$ cat config.mk
export PLATFORM = sky130hd
export DESIGN_NAME = fifo_rr_ctrl_flat
export DESIGN_NICKNAME = d
export VERILOG_FILES = /design/src/rtl/fifo_rr_ctrl_if.sv /design/src/rtl/fifo_rr_ctrl.sv /design/src/flat_wrapper.sv
export SDC_FILE = /design/constraint.sdc
export NUM_CORES = 1
export LEC_CHECK = 0
export ABC_AREA = 0
export BUFFER_PORTS_ARGS = -buffer_cell sky130_fd_sc_hd__buf_2
export CORE_MARGIN = 5
export CORE_UTILIZATION = 30
export DETAILED_ROUTE_END_ITERATION = 10
export HOLD_SLACK_MARGIN = 0.12
export SLEW_MARGIN = 10
export SYNTH_ARGS = -nofsm -noshare
export SYNTH_HDL_FRONTEND = slang
export SYNTH_SLANG_ARGS = --single-unit
$ cat constraint.sdc
create_clock -name i_clk -period 1.9 [get_ports i_clk]
set_clock_uncertainty 0.15 [all_clocks]
set_input_delay 0.095 -clock i_clk [delete_from_list [all_inputs] [get_ports i_clk]]
set_output_delay 0.095 -clock i_clk [all_outputs]
set_load 0.05 [all_outputs]
$ cat src/rtl/fifo_rr_ctrl_if.sv
// Bus bundle for fifo_rr_ctrl: two write requesters, the RAM ports and the
// registered read interface.  The controller uses the slave view; the
// surrounding logic (requesters, RAM, consumer) uses the master view.
interface fifo_rr_ctrl_if #(
    parameter int DATA_W = 8,
    parameter int ADDR_W = 4
);
    logic              i_req0Valid;
    logic [DATA_W-1:0] i_req0Data;
    logic              o_req0Ready;
    logic              i_req1Valid;
    logic [DATA_W-1:0] i_req1Data;
    logic              o_req1Ready;
    logic              o_memWclkEn;
    logic [ADDR_W-1:0] o_memWaddr;
    logic [DATA_W-1:0] o_memWdata;
    logic              o_memWfull;
    logic [ADDR_W-1:0] o_memRaddr;
    logic [DATA_W-1:0] i_memRdata;
    logic              o_rvalid;
    logic [DATA_W-1:0] o_rdata;
    logic              i_rready;
    logic [ADDR_W:0]   o_count;
    logic              o_full;
    logic              o_empty;
    logic              o_almostFull;
    logic              o_lastGrant;

    modport slave (
        input  i_req0Valid, i_req0Data, i_req1Valid, i_req1Data,
        input  i_memRdata, i_rready,
        output o_req0Ready, o_req1Ready,
        output o_memWclkEn, o_memWaddr, o_memWdata, o_memWfull, o_memRaddr,
        output o_rvalid, o_rdata,
        output o_count, o_full, o_empty, o_almostFull, o_lastGrant
    );

    modport master (
        output i_req0Valid, i_req0Data, i_req1Valid, i_req1Data,
        output i_memRdata, i_rready,
        input  o_req0Ready, o_req1Ready,
        input  o_memWclkEn, o_memWaddr, o_memWdata, o_memWfull, o_memRaddr,
        input  o_rvalid, o_rdata,
        input  o_count, o_full, o_empty, o_almostFull, o_lastGrant
    );
endinterface

$ cat src/rtl/fifo_rr_ctrl.sv
// FIFO controller around an external dual-port RAM (combinational read).
// Two requesters share the write port under round-robin arbitration; the
// head word is presented through a registered valid/ready output stage, so
// total capacity is DEPTH words in RAM plus one in the output register.
module fifo_rr_ctrl #(
    parameter int DATA_W = 8,
    parameter int ADDR_W = 4,
    parameter int AF_LVL = 12
) (
    input  logic            i_clk,
    input  logic            i_rst,
    fifo_rr_ctrl_if.slave   bus
);
    localparam int PW = ADDR_W + 1;
    localparam logic [PW-1:0] AF_THRESH = PW'(AF_LVL);

    // Pointers carry one extra wrap bit so full and empty are distinguishable.
    logic [PW-1:0]     wptr_q, wptr_d;
    logic [PW-1:0]     rptr_q, rptr_d;
    logic              prio_q, prio_d;
    logic              last_grant_q, last_grant_d;
    logic              rvalid_q, rvalid_d;
    logic [DATA_W-1:0] rdata_q, rdata_d;

    logic [PW-1:0]     count;
    logic              full;
    logic              empty;
    logic              load;

    logic [1:0]        req_valid;
    logic [DATA_W-1:0] req_data [2];
    logic [1:0]        req_ready;
    logic              grant_vld;
    logic              grant_idx;

    assign req_valid[0] = bus.i_req0Valid;
    assign req_valid[1] = bus.i_req1Valid;
    assign req_data[0]  = bus.i_req0Data;
    assign req_data[1]  = bus.i_req1Data;

    assign count = wptr_q - rptr_q;
    assign empty = (wptr_q == rptr_q);
    assign full  = (wptr_q[ADDR_W] != rptr_q[ADDR_W]) &&
                   (wptr_q[ADDR_W-1:0] == rptr_q[ADDR_W-1:0]);

    // A new head word is fetched whenever the output register is free or
    // being consumed; an incoming write never bypasses the RAM.
    assign load = (!rvalid_q || bus.i_rready) && !empty;

    // Round-robin arbiter: a lone requester always wins, a contested cycle
    // goes to the requester named by prio.  Nothing is granted while full.
    always_comb begin
        grant_vld = 1'b0;
        grant_idx = 1'b0;
        if (!full) begin
            if (&req_valid) begin
                grant_vld = 1'b1;
                grant_idx = prio_q;
            end else if (req_valid[0]) begin
                grant_vld = 1'b1;
                grant_idx = 1'b0;
            end else if (req_valid[1]) begin
                grant_vld = 1'b1;
                grant_idx = 1'b1;
            end
        end
    end

    // Each requester's ready is high only in the cycle its word is written.
    generate
        for (genvar gi = 0; gi < 2; gi++) begin : g_ready
            assign req_ready[gi] = grant_vld && (grant_idx == 1'(gi));
        end
    endgenerate

    // Next-state for pointers, arbitration history and output stage.
    always_comb begin
        wptr_d       = wptr_q;
        rptr_d       = rptr_q;
        prio_d       = prio_q;
        last_grant_d = last_grant_q;
        rvalid_d     = rvalid_q;
        rdata_d      = rdata_q;
        if (grant_vld) begin
            wptr_d       = wptr_q + PW'(1);
            prio_d       = ~grant_idx;
            last_grant_d = grant_idx;
        end
        if (load) begin
            rptr_d   = rptr_q + PW'(1);
            rdata_d  = bus.i_memRdata;
            rvalid_d = 1'b1;
        end else if (bus.i_rready) begin
            rvalid_d = 1'b0;
        end
    end

    // State register with synchronous reset; RAM contents are simply
    // abandoned because both pointers return to zero.
    always_ff @(posedge i_clk) begin
        if (i_rst) begin
            wptr_q       <= '0;
            rptr_q       <= '0;
            prio_q       <= 1'b0;
            last_grant_q <= 1'b0;
            rvalid_q     <= 1'b0;
            rdata_q      <= '0;
        end else begin
            wptr_q       <= wptr_d;
            rptr_q       <= rptr_d;
            prio_q       <= prio_d;
            last_grant_q <= last_grant_d;
            rvalid_q     <= rvalid_d;
            rdata_q      <= rdata_d;
        end
    end

    assign bus.o_req0Ready  = req_ready[0];
    assign bus.o_req1Ready  = req_ready[1];
    assign bus.o_memWclkEn  = grant_vld;
    assign bus.o_memWaddr   = wptr_q[ADDR_W-1:0];
    assign bus.o_memWdata   = req_data[grant_idx];
    assign bus.o_memWfull   = full;
    assign bus.o_memRaddr   = rptr_q[ADDR_W-1:0];
    assign bus.o_rvalid     = rvalid_q;
    assign bus.o_rdata      = rdata_q;
    assign bus.o_count      = count;
    assign bus.o_full       = full;
    assign bus.o_empty      = empty;
    assign bus.o_almostFull = (count >= AF_THRESH);
    assign bus.o_lastGrant  = last_grant_q;
endmodule

$ cat src/flat_wrapper.sv
// flat-port wrapper written by rule: the top's interface ports become plain ports
module fifo_rr_ctrl_flat 
#(
    parameter int DATA_W = 8,
    parameter int ADDR_W = 4,
    parameter int AF_LVL = 12
)
  (i_clk, i_rst, bus_i_req0Valid, bus_i_req0Data, bus_i_req1Valid, bus_i_req1Data, bus_i_memRdata, bus_i_rready, bus_o_req0Ready, bus_o_req1Ready, bus_o_memWclkEn, bus_o_memWaddr, bus_o_memWdata, bus_o_memWfull, bus_o_memRaddr, bus_o_rvalid, bus_o_rdata, bus_o_count, bus_o_full, bus_o_empty, bus_o_almostFull, bus_o_lastGrant);
  fifo_rr_ctrl_if #(.DATA_W(DATA_W), .ADDR_W(ADDR_W)) bus_i ();
  input  logic i_clk;
  input  logic i_rst;
  input wire logic [$bits(bus_i.i_req0Valid)-1:0] bus_i_req0Valid;
  input wire logic [$bits(bus_i.i_req0Data)-1:0] bus_i_req0Data;
  input wire logic [$bits(bus_i.i_req1Valid)-1:0] bus_i_req1Valid;
  input wire logic [$bits(bus_i.i_req1Data)-1:0] bus_i_req1Data;
  input wire logic [$bits(bus_i.i_memRdata)-1:0] bus_i_memRdata;
  input wire logic [$bits(bus_i.i_rready)-1:0] bus_i_rready;
  output wire logic [$bits(bus_i.o_req0Ready)-1:0] bus_o_req0Ready;
  output wire logic [$bits(bus_i.o_req1Ready)-1:0] bus_o_req1Ready;
  output wire logic [$bits(bus_i.o_memWclkEn)-1:0] bus_o_memWclkEn;
  output wire logic [$bits(bus_i.o_memWaddr)-1:0] bus_o_memWaddr;
  output wire logic [$bits(bus_i.o_memWdata)-1:0] bus_o_memWdata;
  output wire logic [$bits(bus_i.o_memWfull)-1:0] bus_o_memWfull;
  output wire logic [$bits(bus_i.o_memRaddr)-1:0] bus_o_memRaddr;
  output wire logic [$bits(bus_i.o_rvalid)-1:0] bus_o_rvalid;
  output wire logic [$bits(bus_i.o_rdata)-1:0] bus_o_rdata;
  output wire logic [$bits(bus_i.o_count)-1:0] bus_o_count;
  output wire logic [$bits(bus_i.o_full)-1:0] bus_o_full;
  output wire logic [$bits(bus_i.o_empty)-1:0] bus_o_empty;
  output wire logic [$bits(bus_i.o_almostFull)-1:0] bus_o_almostFull;
  output wire logic [$bits(bus_i.o_lastGrant)-1:0] bus_o_lastGrant;
  assign bus_i.i_req0Valid = bus_i_req0Valid;
  assign bus_i.i_req0Data = bus_i_req0Data;
  assign bus_i.i_req1Valid = bus_i_req1Valid;
  assign bus_i.i_req1Data = bus_i_req1Data;
  assign bus_i.i_memRdata = bus_i_memRdata;
  assign bus_i.i_rready = bus_i_rready;
  assign bus_o_req0Ready = bus_i.o_req0Ready;
  assign bus_o_req1Ready = bus_i.o_req1Ready;
  assign bus_o_memWclkEn = bus_i.o_memWclkEn;
  assign bus_o_memWaddr = bus_i.o_memWaddr;
  assign bus_o_memWdata = bus_i.o_memWdata;
  assign bus_o_memWfull = bus_i.o_memWfull;
  assign bus_o_memRaddr = bus_i.o_memRaddr;
  assign bus_o_rvalid = bus_i.o_rvalid;
  assign bus_o_rdata = bus_i.o_rdata;
  assign bus_o_count = bus_i.o_count;
  assign bus_o_full = bus_i.o_full;
  assign bus_o_empty = bus_i.o_empty;
  assign bus_o_almostFull = bus_i.o_almostFull;
  assign bus_o_lastGrant = bus_i.o_lastGrant;
  fifo_rr_ctrl #(.DATA_W(DATA_W), .ADDR_W(ADDR_W), .AF_LVL(AF_LVL)) u_core (.i_clk(i_clk), .i_rst(i_rst), .bus(bus_i));
endmodule
==> impl_metrics.tcl <==
set metrics [dict create \
    cp_top_family "adder cells" \
    whs_path_depth 5 \
    grtUsageTotal 0.1400 \
    finalSetupViolations 19 \
    synth-xor-area-share 0.06506 \
    ff2ff_setup_slack_ps -140 \
    dieArea_mm2 0.005336 \
    synth_fa_ha_area_frac 0.07975 \
    core_mm2 0.003914 \
    critPathLaunchType "flop" \
    worstSetupPathType "flop to output pin" \
    worst_r2r_startpoint "u_core.rptr_q[2]" \
    cap_viol_max_count 0 \
    hold_violations 0 \
    nNetsFinal 270 \
    crit_top_cell "inv_2" \
    seq_area_um2 427.9 \
    p_leak_nw 1.113 \
    place_area_mm2 0.001809 \
    muxShareOfSynthArea 0.1595 \
    violations "setup timing" \
    initial_core_util 0.3047 \
    path_cells "inv_2 -> ha_4 -> inv_2 -> fa_2 -> a21o_1 -> a21oi_4 -> xor2_4 -> a21o_4 -> buf_6" \
    nFillCells 324 \
    dr.pass1.iters 4 \
    io_buffers 66 \
    multiInputGateArea_um2 874.6 \
    p_clk_frac 0.095 \
    period_share 1.187 \
    worstHoldStart "bus_i_req0Valid" \
    routed_wl_um 3783 \
    r2r_end "u_core.wptr_q[1]" \
    htreeDepth 1 \
    worst_slew_margin_rel 0.7062 \
    die_x_um 73.05 \
    max_freq_ghz 0.4433 \
    cts_buffers 3 \
    cp_num_buf_inv 3 \
    gp_congestion 0.7707 \
    grt_max_degree 22 \
    worstPathRequired_ps 1650 \
    antenna_found_initial 0 \
    status "finished, violations left" \
    grt_pass1_vias 1331 \
    p_comb_frac 0.724 \
    synth_top_family_by_area "multiplexers" \
    fin_ws_ps -355.9 \
    internal-power_mw 1.646 \
    crit_fanout 2 \
    finalCriticalPeriod_ps 2256 \
    postSynthCellCount 130 \
    drcViolationCount 0 \
    cpPeakStageDelay_ps 390 \
    endpoint_kind "output pin" \
    cts.sinks 21 \
    viasPerCell 4.420 \
    yosysUniqueCellTypes 29 \
    clk_latency_ps 270 \
    place_hpwl_um 2622 \
    final_util 0.5895 \
    vdd_ir_drop_max_mv 0.8095 \
    grt_overflow 0 \
    critPathSlowestCell "fa_2" \
    switchingPower_mw 1.653 \
    drt-wirelength-per-cell_um 13.37 \
    ant_nets 0 \
    drive_above_1_share 0.6137 \
    syn_nets 166 \
    synth-simple-area-share 0.1133 \
    synth_area_per_cell_um2 9.172 \
    insertedDiodeCount 0 \
    synth_compound_area_frac 0.1280 \
    switching_share 0.5010 \
    syn_area_mm2 0.001192 \
    cts_tree "done" \
    p_seq_frac 0.181 \
    rsz0062_at_grt "yes" \
    arrival_ps 2010 \
    tightest_slew_ps 440.7 \
    grt_pass1_wl_um 5975 \
    io_pins 67 \
    yosysSeqAreaShare 0.3526 \
    r2r_cells 10 \
    final_area_mm2 0.002307 \
    synth_warnings 0 \
    drt_iter0_drc 39 \
    powerDensity_mw_per_mm2 1430 \
    clock-root-buffer "clkbuf_8" \
    clk_pin_slew_ps 80 \
    hold_end "u_core.wptr_q[2]" \
    hold_path.class "input pin to flop" \
    ys_ff_latch 21 \
    drv_slew 0 \
    rows 23 \
    vias 1251 \
    die_h_um 73.05 \
    area_growth_pct 93.49 \
    clockBufferDepth 2 \
]
## worst max-delay path by stage
stage / cells after the start / from / end
2_1_floorplan: 8 / u_core.wptr_q[0] / bus_o_almostFull
3_3_place_gp: 9 / u_core.wptr_q[0] / bus_o_almostFull
3_5_place_dp: 9 / u_core.wptr_q[0] / bus_o_almostFull
4_1_cts: 9 / u_core.wptr_q[0] / bus_o_almostFull
5_1_grt: 9 / u_core.wptr_q[0] / bus_o_almostFull
6_report: 9 / u_core.wptr_q[0] / bus_o_almostFull
## layout make-up
cell class | count | area share
multi-input combinational | 87 | 0.3791
timing repair buffer | 110 | 0.3677
sequential | 21 | 0.1855
tap | 50 | 0.02712
inverter | 11 | 0.01952
clock buffer | 3 | 0.01790
clock inverter | 1 | 0.003254
## through the flow
stage               worst slack [ps]  setup TNS [ps]  std cells  hold slack, ps  power [mW]
finish                        -355.9           -3549        283           202.8       3.299
global route                  -418.6           -5659        283           214.1       3.476
global placement              -139.0          -717.2        259           176.1       2.566
floorplan                     -282.5           -2243        130           17.14       2.111
CTS                           -326.8           -3404        281           198.1       3.176
detailed placement            -155.3          -893.1        259           185.5       2.577
## tightest hold or removal path, stage by stage
cell     delay, ps
buf_2          130
o21ai_0        140
a21oi_1         50
xnor2_1        130
nor2_1          40
## synth_stat cells
cell type | instances | area share
a21o_1 | 3 | 0.019
o21ai_0 | 5 | 0.021
nand3_1 | 3 | 0.013
buf_2 | 1 | 0.0042
nand2_1 | 2 | 0.0063
ha_1 | 6 | 0.063
xnor2_1 | 4 | 0.029
a311oi_1 | 1 | 0.0073
a21oi_1 | 10 | 0.042
and4_1 | 1 | 0.0073
a31oi_1 | 1 | 0.0052
or3_1 | 4 | 0.021
dfxtp_1 | 21 | 0.35
nor2_1 | 16 | 0.050
o2bb2ai_2 | 1 | 0.013
inv_1 | 11 | 0.035
a21boi_0 | 1 | 0.0063
xor2_1 | 3 | 0.022
o2111ai_1 | 1 | 0.0073
o21ai_2 | 1 | 0.0073
nand2b_1 | 1 | 0.0052
clkbuf_1 | 2 | 0.0063
buf_4 | 9 | 0.057
nand2_2 | 1 | 0.0052
xor2_2 | 1 | 0.014
mux2i_1 | 10 | 0.084
mux2_2 | 8 | 0.076
nand4_1 | 1 | 0.0052
fa_1 | 1 | 0.017
## metal layers
layer,routed length [µm],vias to the layer above,part of all wire,global-route usage
met2,2042,31,0.54,0.2622
met5,0,-,0,0
li1,-,638,-,-
met1,1525,578,0.40,0.1556
met4,31,0,0.0082,0.02254
met3,183,4,0.048,0.04270
## sequential cells by signal (all words and copies together), names as in the netlist
name,flops
u_core.rptr_q,5
u_core.bus.o_rvalid,1
u_core.wptr_q,5
u_core.prio_q,1
u_core.bus.o_rdata,8
u_core.bus.o_lastGrant,1
## cells in the final DEF, fill, tap and decap left out, types with 2 or more instances in the layout
cell            n
buf_6          18
inv_1           6
dlygate4sd3_1  12
dfxtp_2         6
ha_1            3
or3_1           3
a21oi_2         3
a21o_1          2
xor2_4          2
a21oi_1         6
clkinvlp_4      2
mux2_4          8
buf_2          47
buf_8           4
ha_4            3
inv_2           4
dfxtp_1        15
mux2i_1        10
o21ai_0         5
nand2_8         3
clkbuf_8        3
buf_4          27
nand3_1         3
xnor2_1         3
nor2_1         15
## logic make-up (layout without fill, tap and decap cells)
family                   count (synthesis)  after routing
AO/OA/AOI/OAI                           24             24
XOR/XNOR                                 8              8
adder cells (fa/ha/maj)                  7              7
buffers and inverters                   23            125
flip-flops                              21             21
multiplexers                            18             18
AND/OR/NAND/NOR                         29             30
## power groups by stage
stage | registers, mW | logic [mW] | clock network, mW
global route | 0.608 | 2.53 | 0.340
CTS | 0.591 | 2.27 | 0.315
global placement | 0.593 | 1.97 | 0
floorplan | 0.830 | 1.28 | 0
finish | 0.596 | 2.39 | 0.313
detailed placement | 0.594 | 1.98 | 0
## repair_timing
item,CTS,global route
buffers inserted,5,2
pin swaps,7,2
resized for setup,50,19
setup endpoints to repair,20,36
cloned,1,0
hold endpoints to repair,20,0
hold buffers,12,0
Power figures use the tool's default switching activity.
